<file path="src/rtl/exu_wbck.sv">
// Writeback/commit stage: 2-entry in-order buffer between the ALU and retire,
// driving register-file writes, the retired-instruction counter and ebreak halt.
module exu_wbck #(
   parameter int XLEN        = 32,
   parameter int RFIDX_WIDTH = 5
) (
   input  logic                   clk,
   input  logic                   rst,
   input  logic                   wbck_i_valid,
   output logic                   wbck_i_ready,
   input  logic [XLEN-1:0]        wbck_i_wdat,
   input  logic [RFIDX_WIDTH-1:0] wbck_i_rdidx,
   input  logic                   wbck_i_rdwen,
   input  logic [XLEN-1:0]        wbck_i_pc,
   input  logic                   wbck_i_ebreak,
   output logic                   cmt_o_valid,
   input  logic                   cmt_o_ready,
   output logic [XLEN-1:0]        cmt_o_pc,
   output logic                   cmt_o_ebreak,
   output logic                   rf_wen,
   output logic [RFIDX_WIDTH-1:0] rf_waddr,
   output logic [XLEN-1:0]        rf_wdat,
   output logic [63:0]            minstret,
   output logic                   halt
);

   typedef enum logic [1:0] {ST_RUN, ST_DRAIN, ST_HALT} state_e;

   state_e                 state_q, state_d;
   logic [1:0]             cnt_q, cnt_d;
   logic                   wptr_q, wptr_d;
   logic                   rptr_q, rptr_d;
   logic [63:0]            minstret_q, minstret_d;

   logic [XLEN-1:0]        wdat_q   [2];
   logic [RFIDX_WIDTH-1:0] rdidx_q  [2];
   logic                   rdwen_q  [2];
   logic [XLEN-1:0]        pc_q     [2];
   logic                   ebreak_q [2];

   logic push;
   logic pop;
   logic head_rdwen;
   logic head_ebreak;

   assign push        = wbck_i_valid & wbck_i_ready;
   assign pop         = cmt_o_valid & cmt_o_ready;
   assign head_rdwen  = rdwen_q[rptr_q];
   assign head_ebreak = ebreak_q[rptr_q];

   // State register
   always_ff @(posedge clk) begin
      if (rst) begin
         state_q <= ST_RUN;
      end else begin
         state_q <= state_d;
      end
   end

   // Next-state logic: ebreak acceptance stops intake, its retire halts the core
   always_comb begin
      state_d = state_q;
      case (state_q)
         ST_RUN:   if (push && wbck_i_ebreak) state_d = ST_DRAIN;
         ST_DRAIN: if (pop && head_ebreak)    state_d = ST_HALT;
         ST_HALT:  state_d = ST_HALT;
         default:  state_d = ST_RUN;
      endcase
   end

   // Output logic: handshakes depend only on registered state
   always_comb begin
      wbck_i_ready = (cnt_q != 2'd2) && (state_q == ST_RUN);
      cmt_o_valid  = (cnt_q != 2'd0) && (state_q != ST_HALT);
      halt         = (state_q == ST_HALT);
   end

   always_comb begin
      wptr_d     = wptr_q ^ push;
      rptr_d     = rptr_q ^ pop;
      minstret_d = minstret_q + {63'd0, pop};
      if (state_d == ST_HALT) begin
         cnt_d = 2'd0;
      end else begin
         cnt_d = cnt_q + {1'b0, push} - {1'b0, pop};
      end
   end

   always_ff @(posedge clk) begin
      if (rst) begin
         cnt_q      <= 2'd0;
         wptr_q     <= 1'b0;
         rptr_q     <= 1'b0;
         minstret_q <= 64'd0;
      end else begin
         cnt_q      <= cnt_d;
         wptr_q     <= wptr_d;
         rptr_q     <= rptr_d;
         minstret_q <= minstret_d;
      end
   end

   // Entry storage is cleared on reset so head-derived outputs read zero
   always_ff @(posedge clk) begin
      if (rst) begin
         for (int i = 0; i < 2; i++) begin
            wdat_q[i]   <= '0;
            rdidx_q[i]  <= '0;
            rdwen_q[i]  <= 1'b0;
            pc_q[i]     <= '0;
            ebreak_q[i] <= 1'b0;
         end
      end else if (push) begin
         wdat_q[wptr_q]   <= wbck_i_wdat;
         rdidx_q[wptr_q]  <= wbck_i_rdidx;
         rdwen_q[wptr_q]  <= wbck_i_rdwen;
         pc_q[wptr_q]     <= wbck_i_pc;
         ebreak_q[wptr_q] <= wbck_i_ebreak;
      end
   end

   assign cmt_o_pc     = pc_q[rptr_q];
   assign cmt_o_ebreak = head_ebreak;
   assign rf_waddr     = rdidx_q[rptr_q];
   assign rf_wdat      = wdat_q[rptr_q];
   assign rf_wen       = pop && head_rdwen && (rdidx_q[rptr_q] != '0);
   assign minstret     = minstret_q;

endmodule

</file>
<file path="config.mk">
export PLATFORM = sky130hd
export DESIGN_NAME = exu_wbck
export DESIGN_NICKNAME = d
export VERILOG_FILES = /design/src/rtl/exu_wbck.sv
export SDC_FILE = /design/constraint.sdc
export NUM_CORES = 1
export LEC_CHECK = 0
export CORE_ASPECT_RATIO = 0.5
export CORE_MARGIN = 10
export CORE_UTILIZATION = 55
export CTS_CLUSTER_SIZE = 8
export DETAILED_ROUTE_END_ITERATION = 12
export MAX_ROUTING_LAYER = met4
export PLACE_DENSITY = 0.86
export SLEW_MARGIN = 0
export SYNTH_ARGS = -nofsm -noshare
export SYNTH_HDL_FRONTEND = slang
export SYNTH_SLANG_ARGS = --single-unit
</file>
<file path="constraint.sdc">
create_clock -name clk -period 14.7 [get_ports clk]
set_clock_uncertainty 0.15 [all_clocks]
set_input_delay 2.94 -clock clk [delete_from_list [all_inputs] [get_ports clk]]
set_output_delay 2.94 -clock clk [all_outputs]
set_load 0.005 [all_outputs]
</file>
==> results.md <==
- Setup violations, final: 0
- I/O Buffers: 212
- P_leak: 4.58 nW
- Number of global-route vias before repair: 6,947
- Setup TNS: 0 ns
- Placer Congestion: 0.833
- Max IR drop VDD: 0.104 mV
- Flops & latches, synth: 212
- First-pass GRT wire length: 37.4 mm
- Cell count after synthesis: 774
- Synthesized area per cell: 12.2 um2
- I/O pin count: 213
- Clk sinks: 212
- WL per Instance: 19.5 um
- Outcome: completed
- Hold-fix buffers, CTS: 0
- Synth warn: 0
- FMAX: 133 MHz
- Post-layout min period: 7.54 ns
- Longest Clk Path Bufs: 3
- Layout cell share with drive strength beyond 1: 0.132
- Clk pin slew, worst setup/hold paths: 0.05 ns
- Cell Pwr Density: 139 nW/um2
- Layout Nets: 1,069
- Hold Path Class: flop to flop
- Starting density of the core: 0.569
- Inst Count DP: 1,185
- CP Capture Type: output pin
- Post-CTS Setup Bufs: 0
- Syn_nets: 853
- Crit Path Class: input port to output pin
- Worst EP arrival: 4.45 ns
- Relative slew margins: 0.253
- Final period utilization: 0.513
- Die area: 23,200 um2
- Clk_lat worst skew: 0.52 ns
- Site Rows: 33
- Crit path launch type: input port
- Pins Over Slew Limit: 0
- Top FF cell, synth: edfxtp_1
- DR pass1 iterations: 5
- Share of the synthesized area in the top cell type: 0.451
- Initial antenna violation count: 0
- Chip width: 206 um
- H-Tree Depth: 1
- # resized after CTS: 0
- Die Height: 113 um
- Tot GR Track Use: 0.206
- Largest net degree at the start of global routing: 75
- Core Area: 16,600 um2
- Hpwl dp: 15.6 mm
- Post-synthesis cell area: 9460 um2
- Yosys cell types: 44
- Ant diodes: 0
- Total of max-cap violations: 0
- Num CTS Buffers: 30
- DP Worst Slack: 7.16 ns
- Vias per cell: 5.56
- Worst Path Required: 11.61 ns
- Worst setup margin: 7.16 ns
- Power, Total: 1.75 mW
- CTS tree: built
- Initial DRC count: 488
- Fin. Hold Viols: 0
- Yosys top cell by area: edfxtp_1
- Drt drc: 0
- Maximum fanout along the worst path: 6
- Util after Layout: 0.760
- Unrepaired setup endpoints after global routing: false
- Asr flop ratio synth: 0
- Via count: 6,803
- Register area share after synthesis: 0.599
- Area Overhead vs Synth: 33.6%
- Final wirelength: 23.8 mm
- Post-route ant nets: 0
- Clk Tree Root Cell: clkbuf_16
- Slew @ Worst Pin: 1.12 ns
- Global route total overflow: 0
- Area contributors post-synth: edfxtp_1, dfxtp_1, and2_1
- Post-synth EDFFs: 142
- Layout Cells excl Fill: 1,224
## synthesized netlist by cell type, drive strengths merged (3+ instances only)
cell type,number
and3,6
and2,144
or3,18
nor3,8
buf,5
nand3,23
inv,7
a21oi,28
ha,4
and4,5
xor2,29
o21ai,18
xnor2,9
nor2,48
nand2,31
edfxtp,142
nor2b,5
mux2,71
nor3b,3
clkbuf,29
o31ai,10
nor4,7
nand4,36
dfxtp,70
or4,11
## critical path, stage by stage
cell             delay (ns)
clkdlybuf4s50_1        0.45
nor3b_1                0.18
buf_4                  0.19
o211a_1                0.15
clkdlybuf4s50_1        0.53
## layout make-up
class,instances,area [um2]
flip-flops and latches,212,5670
repair buffers,218,2160
clock inverters,1,30.0
fillers,1067,4000
clock buffers,38,802
well taps,227,284
multi-input cells,521,3670
inverters,7,26.3
## path summary, 6_finish.rpt
| path | start | endpoint | slack (ns) | cells after the start |
|---|---|---|---|---|
| min | minstret[52] | minstret[52] | 0.36 | 2 |
| max reg2reg | state_q[1] | minstret[57] | 11.32 | 9 |
| max | cmt_o_ready | rf_wen | 7.16 | 5 |
| min reg2reg | minstret[52] | minstret[52] | 0.36 | 2 |
## state kept, by name, summed over array words and instances (netlist names)
name and flops:
cnt_q 2, ebreak_q 2, minstret 64, pc_q 64, rdidx_q 10, rdwen_q 2
rptr_q 1, state_q 2, wdat_q 64, wptr_q 1
## per-layer routing
layer | vias to the layer above | global-route usage | wire length (um)
met5 | - | - | 0
met2 | 180 | 0.369 | 12800
met4 | 0 | 0.0482 | 490
li1 | 3233 | - | -
met3 | 37 | 0.0345 | 1060
met1 | 3353 | 0.239 | 9440
## power breakdown
part,internal [mW],switching (mW)
combinational,0.235,0.133
clock,0.389,0.230
sequential,0.719,0.0488
## cell families after synthesis
family | after synthesis | share of synthesized area
xor+xnor | 38 | 0.0352
compound gates | 61 | 0.0373
flops | 212 | 0.599
simple gates | 347 | 0.222
fa+ha+maj | 4 | 0.00529
mux | 71 | 0.0845
buf+inv | 41 | 0.0167
## cell usage in the layout, fill, tap and decap left out, types with 22 or more instances in the layout
| cell | instances |
|---|---|
| nor2_1 | 47 |
| and2_1 | 144 |
| mux2_2 | 71 |
| nand4_1 | 32 |
| xor2_1 | 29 |
| clkdlybuf4s50_1 | 211 |
| clkbuf_16 | 31 |
| nand3_1 | 22 |
| edfxtp_1 | 142 |
| a21oi_1 | 28 |
| dfxtp_1 | 69 |
| nand2_1 | 30 |
## per-stage QoR
| step | hold slack, ns | area (um2) |
|---|---|---|
| finish | 0.361 | 12600 |
| global route | 0.409 | 12600 |
| CTS | 0.365 | 12600 |
| detailed placement | 0.348 | 11800 |
| global placement | 0.334 | 11800 |
| floorplan | 0.318 | 9460 |
Note: power is estimated with default switching activity, not from simulation.
